`src/rtl/spell_mem_arbiter.sv`:
```
// Round-robin arbiter sharing the single spell memory port between the spell
// core sequencer (port A) and the Wishbone debug path (port B). Each grant is
// held until the memory completes or the Busy timeout expires. Completion is
// returned to the grantee as a one-cycle ack carrying the read data.
module spell_mem_arbiter #(
    parameter int TIMEOUT_CYCLES = 255
) (
    input  logic       clock,
    input  logic       reset,
    // port A: spell core fetch/store sequencer
    input  logic       a_select,
    input  logic [7:0] a_addr,
    input  logic [7:0] a_data_in,
    input  logic [1:0] a_type,
    input  logic       a_write,
    output logic       a_ack,
    output logic       a_error,
    output logic [7:0] a_data_out,
    // port B: Wishbone host debug path
    input  logic       b_select,
    input  logic [7:0] b_addr,
    input  logic [7:0] b_data_in,
    input  logic [1:0] b_type,
    input  logic       b_write,
    output logic       b_ack,
    output logic       b_error,
    output logic [7:0] b_data_out,
    // spell memory
    output logic       mem_select,
    output logic [7:0] mem_addr,
    output logic [7:0] mem_data_in,
    output logic [1:0] mem_type,
    output logic       mem_write,
    input  logic [7:0] mem_data_out,
    input  logic       mem_data_ready,
    // status
    output logic       busy,
    output logic       owner
);

    typedef enum logic [1:0] {
        IDLE    = 2'd0,
        BUSY    = 2'd1,
        RELEASE = 2'd2
    } state_t;

    // A zero TIMEOUT_CYCLES disables the timeout, so the compare value is
    // irrelevant in that case and is clamped to keep it in range.
    localparam logic       TIMEOUT_EN   = (TIMEOUT_CYCLES != 0);
    localparam logic [7:0] TIMEOUT_LAST = (TIMEOUT_CYCLES == 0) ? 8'd0 : 8'(TIMEOUT_CYCLES - 1);

    state_t     state, state_d;
    logic [7:0] counter, counter_d;
    logic       grant_b;
    logic       done;
    logic       timeout_hit;

    logic       mem_select_d, mem_write_d;
    logic [7:0] mem_addr_d, mem_data_in_d;
    logic [1:0] mem_type_d;
    logic       a_ack_d, a_error_d, b_ack_d, b_error_d;
    logic [7:0] a_data_out_d, b_data_out_d;
    logic       busy_d, owner_d;

    // Next-state and next-output logic for every registered output.
    always_comb begin
        // NOTE: every target gets a default first so no path leaves a value
        // unassigned, which would otherwise infer a latch.
        state_d       = state;
        counter_d     = counter;
        mem_select_d  = mem_select;
        mem_addr_d    = mem_addr;
        mem_data_in_d = mem_data_in;
        mem_type_d    = mem_type;
        mem_write_d   = mem_write;
        a_ack_d       = a_ack;
        a_error_d     = a_error;
        a_data_out_d  = a_data_out;
        b_ack_d       = b_ack;
        b_error_d     = b_error;
        b_data_out_d  = b_data_out;
        owner_d       = owner;
        // On a tie the port that did not own the memory last wins.
        grant_b       = b_select && !(a_select && owner);
        timeout_hit   = TIMEOUT_EN && (counter == TIMEOUT_LAST);
        done          = mem_data_ready || timeout_hit;

        case (state)
            IDLE: begin
                if (a_select || b_select) begin
                    mem_select_d  = 1'b1;
                    mem_addr_d    = grant_b ? b_addr    : a_addr;
                    mem_data_in_d = grant_b ? b_data_in : a_data_in;
                    mem_type_d    = grant_b ? b_type    : a_type;
                    mem_write_d   = grant_b ? b_write   : a_write;
                    owner_d       = grant_b;
                    counter_d     = 8'd0;
                    state_d       = BUSY;
                end
            end
            BUSY: begin
                if (done) begin
                    // Real data beats a coincident timeout.
                    mem_select_d = 1'b0;
                    mem_write_d  = 1'b0;
                    if (owner) begin
                        b_ack_d      = 1'b1;
                        b_error_d    = !mem_data_ready;
                        b_data_out_d = mem_data_ready ? mem_data_out : 8'd0;
                    end else begin
                        a_ack_d      = 1'b1;
                        a_error_d    = !mem_data_ready;
                        a_data_out_d = mem_data_ready ? mem_data_out : 8'd0;
                    end
                    state_d = RELEASE;
                end else if (counter != 8'hFF) begin
                    counter_d = counter + 8'd1;
                end
            end
            RELEASE: begin
                // One dead cycle lets the requester drop its select before
                // the next arbitration, so a stale select is never re-granted.
                a_ack_d   = 1'b0;
                a_error_d = 1'b0;
                b_ack_d   = 1'b0;
                b_error_d = 1'b0;
                state_d   = IDLE;
            end
            default: state_d = IDLE;
        endcase

        busy_d = (state_d != IDLE);
    end

    // State and output registers; reset wins over every other event.
    always_ff @(posedge clock) begin
        // NOTE: sequential state uses non-blocking assignments so all
        // registers update together from pre-edge values.
        if (reset) begin
            state       <= IDLE;
            counter     <= 8'd0;
            mem_select  <= 1'b0;
            mem_addr    <= 8'd0;
            mem_data_in <= 8'd0;
            mem_type    <= 2'd0;
            mem_write   <= 1'b0;
            a_ack       <= 1'b0;
            a_error     <= 1'b0;
            a_data_out  <= 8'd0;
            b_ack       <= 1'b0;
            b_error     <= 1'b0;
            b_data_out  <= 8'd0;
            busy        <= 1'b0;
            owner       <= 1'b1;
        end else begin
            state       <= state_d;
            counter     <= counter_d;
            mem_select  <= mem_select_d;
            mem_addr    <= mem_addr_d;
            mem_data_in <= mem_data_in_d;
            mem_type    <= mem_type_d;
            mem_write   <= mem_write_d;
            a_ack       <= a_ack_d;
            a_error     <= a_error_d;
            a_data_out  <= a_data_out_d;
            b_ack       <= b_ack_d;
            b_error     <= b_error_d;
            b_data_out  <= b_data_out_d;
            busy        <= busy_d;
            owner       <= owner_d;
        end
    end

endmodule

```
`config.mk`:
```
export PLATFORM = sky130hd
export DESIGN_NAME = spell_mem_arbiter
export DESIGN_NICKNAME = d
export VERILOG_FILES = /design/src/rtl/spell_mem_arbiter.sv
export SDC_FILE = /design/constraint.sdc
export NUM_CORES = 1
export LEC_CHECK = 0
export ABC_AREA = 1
export CELL_PAD_IN_SITES_DETAIL_PLACEMENT = 2
export CELL_PAD_IN_SITES_GLOBAL_PLACEMENT = 2
export CORE_MARGIN = 2
export CORE_UTILIZATION = 21
export DETAILED_ROUTE_END_ITERATION = 16
export PLACE_DENSITY_LB_ADDON = 0.1
export SYNTH_ARGS = -nofsm -noshare
export SYNTH_HDL_FRONTEND = slang
export SYNTH_SLANG_ARGS = --single-unit
```
`constraint.sdc`:
```
create_clock -name clock -period 1.3 [get_ports clock]
set_input_delay 0.195 -clock clock [delete_from_list [all_inputs] [get_ports clock]]
set_output_delay 0.195 -clock clock [all_outputs]
set_load 0.05 [all_outputs]
```
==> impl_metrics.toml <==
[cells_and_area]
layout.cells.most_common = "nand2_1"
fillerInstances = 1269
num_antenna_cells = 0
layout.nets = 512
stdcell_area_um2 = 4600
mostFrequentLayoutCells = "102 x nand2_1, 50 x clkdlybuf4s50_1, 48 x dfxtp_1"
drive_above_1_share = 0.335
postLayoutCoreUtil = 0.406
synth_to_layout_area_growth_pct = 90.4

[worst_setup_path]
critical_path_class = "flop to flop"
crit_path_start_kind = "flop"
worst_path_dominant_cell_family = "simple AND/OR/NAND/NOR gates"
slowest_stage = "dfxtp_4"
worst_path_largest_cell_delay_ps = 370
path_buf_inv = 3
worst-endpoint-arrival_ps = 1640
worst-path-max-fanout = 6
path_cells = "inv_4 -> ha_4 -> inv_2 -> nor2_4 -> nand2_2 -> nand2_4 -> nand3_4 -> buf_6 -> nand2_1 -> nand2_1 -> a21oi_1"
crit_required_ps = 1520
worst_path_most_repeated_cell = "nand2_1"
setup.worst_path.end_class = "flop"

[floorplan]
coreArea_um2 = 11300
die_y_um = 111
io-pin-count = 93
floorplan.die_area_um2 = 12400
start_util = 0.213
core.rowCount = 39
die_width_um = 111

[detailed_routing]
dr_wl_met2_mm = 4.58
detailroute.via_count = 2691
wl_per_cell_um = 15.0
detail_route.drc_violations = 0
met1_length_mm = 3.78
detailroute.wirelength.met3_um = 597
antenna_left = 0
top_layer_used = "met4"
avgViaCountPerCell = 4.46
routed_wl_mm = 9.05
first_pass_iters = 4
first_iter_violations = 59

[placement]
dp_hpwl_mm = 6.52
count_of_buffers_from_port_buffering = 92
routability_congestion_estimate_from_global_placement = 0.733
place_area_um2 = 4110

[cts]
ctsHtreeMaxLevel = 2
cts_hold_buffers = 0
tritoncts = "yes"
clockBufferDepth = 2
cts-buffers-inserted = 5
numClockSinks = 52
clk_pin_slew_worst_paths_ps = 70
clock_latency_ps = 290
cts-root-buf = "clkbuf_16"

[timing]
finClkSkew_ps = 5.67
maxClockFrequency_mhz = 708
rsz0062_at_grt = "yes"
timing_hold_violations_final = 0
setup-violations-final = 30
setup_ws_ps = -113
timing.final.crit_share = 1.09
maxSlewHeadroom = 0.831
hold-worst-slack_ps = 466
tightest_slew_ps = 253
minimum_clock_period_ps = 1410
max_slew_violation_count = 0

[run_status]
failed_checks = "setup timing"
status = "finished with violations"

[logic_synthesis]
syn_avg_cell_area_um2 = 7.17
synthesis.yosys.warnings = 0
synthesized_cell_area_um2 = 2410
netlist_instances = 337
postSynthNetCount = 390
synth.ff_latch_count = 52
synth.yosys.seq_area_share = 0.431
post_synth_num_cell_types = 28

[grt]
number_of_global_route_vias_before_repair = 2900
grt_first_pass_wirelength_mm = 14.2
antenna_found_initial = 0
grt_start_max_net_pins = 26
grt.overflow.total = 0
grt.total_usage = 0.144

[job]
max_capacitance_violation_total = 0

[pwr]
powerDensity_nw_per_um2 = 1110
p_leak_uw = 0.00187
vdd_ir_drop_max_mv = 0.441
total_design_power_uw = 5110

[min_path]
min_path_type = "input port to flop"
[synthesized netlist by cell type]
library cell	count	area share
nor2_4	1	0.0047
inv_2	2	0.0031
a21oi_1	29	0.060
buf_1	1	0.0016
nor2_8	1	0.0083
dfxtp_1	52	0.43
o21ai_0	21	0.044
a31oi_1	18	0.047
clkbuf_1	4	0.0062
nor2_1	16	0.025
nand3_1	13	0.027
inv_4	1	0.0026
nor3b_1	1	0.0031
nand2_4	2	0.0093
ha_1	2	0.010
buf_4	2	0.0062
a21oi_2	3	0.011
nand2_2	3	0.0078
nand2_1	118	0.18
inv_1	26	0.040
o21ai_2	1	0.0036
nand3_2	5	0.021
or2_2	1	0.0026
clkinv_1	2	0.0031
buf_6	5	0.023
o21bai_1	1	0.0031
buf_2	5	0.010
clkbuf_2	1	0.0021
[worst paths after layout]
kind | from | end | slack, ps | cells past startpoint
worst max-delay path | counter[0] | b_data_out[5] | -110 | 11
worst max register to register | counter[0] | b_data_out[5] | -110 | 11
worst min-delay path | b_data_in[3] | mem_data_in[3] | 470 | 3
worst min register to register | b_data_out[7] | b_data_out[7] | 510 | 2
[state kept, by name (all words and copies together) (netlist names)]
| name | count |
|---|---|
| mem_data_in | 8 |
| state | 2 |
| a_error | 1 |
| a_data_out | 8 |
| mem_write | 1 |
| b_data_out | 8 |
| mem_addr | 8 |
| owner | 1 |
| busy | 1 |
| b_ack | 1 |
| a_ack | 1 |
| b_error | 1 |
| counter | 8 |
| mem_select | 1 |
| mem_type | 2 |
[metal layers]
metal	global-route usage	vias up
li1	-	1333
met1	0.161	1287
met2	0.259	65
met3	0.0498	6
met4	0.0395	0
met5	0	-
[worst reg2reg max path, cell delays in order, from the launching register on]
cell and delay, ps:
dfxtp_4 370, inv_4 60, ha_4 120, inv_2 40
nor2_4 70, nand2_2 80, nand2_4 110, nand3_4 120
buf_6 160, nand2_1 50, nand2_1 40, a21oi_1 110
[cells by family after synthesis]
logic type | synth area share
AO/OA/AOI/OAI | 0.168
adder cells (fa/ha/maj) | 0.0104
buffers and inverters | 0.0990
flip-flops | 0.431
AND/OR/NAND/NOR | 0.292
[stage by stage]
| step | setup TNS [ps] | worst slack, ps | std cells |
|---|---|---|---|
| after floorplan | 0 | 4.77 | 337 |
| after global placement | -7400 | -227 | 587 |
| after detailed placement | -9990 | -287 | 587 |
| after CTS | -2210 | -116 | 597 |
| after global routing | -5600 | -218 | 603 |
| final | -2350 | -113 | 603 |
[area by class of cell]
type,count,area (um2),area share
Inverter,31,130,0.0283
Multi-Input combinational cell,236,1310,0.286
Tap cell,143,179,0.0389
Clock buffer,7,153,0.0332
Sequential cell,52,1050,0.229
Clock inverter,1,30.0,0.00653
Timing Repair inverter,1,6.26,0.00136
Timing Repair Buffer,132,1740,0.377
[timing repair]
action                                  in CTS  in global routing
buffers inserted                             2                  4
gates resized for setup                     30                 33
endpoints found under the setup margin      34                 51
endpoints found under the hold margin        0                  0
gates cloned                                 0                  2
pin swaps                                    5                 13
[power by group]
group	leakage [uW]	switching [uW]	internal [uW]
combinational	0.00135	830	798
clock	0.0000901	618	1020
sequential	0.000428	136	1710
total	0.00187	1580	3530
Power figures use the tool's default switching activity.
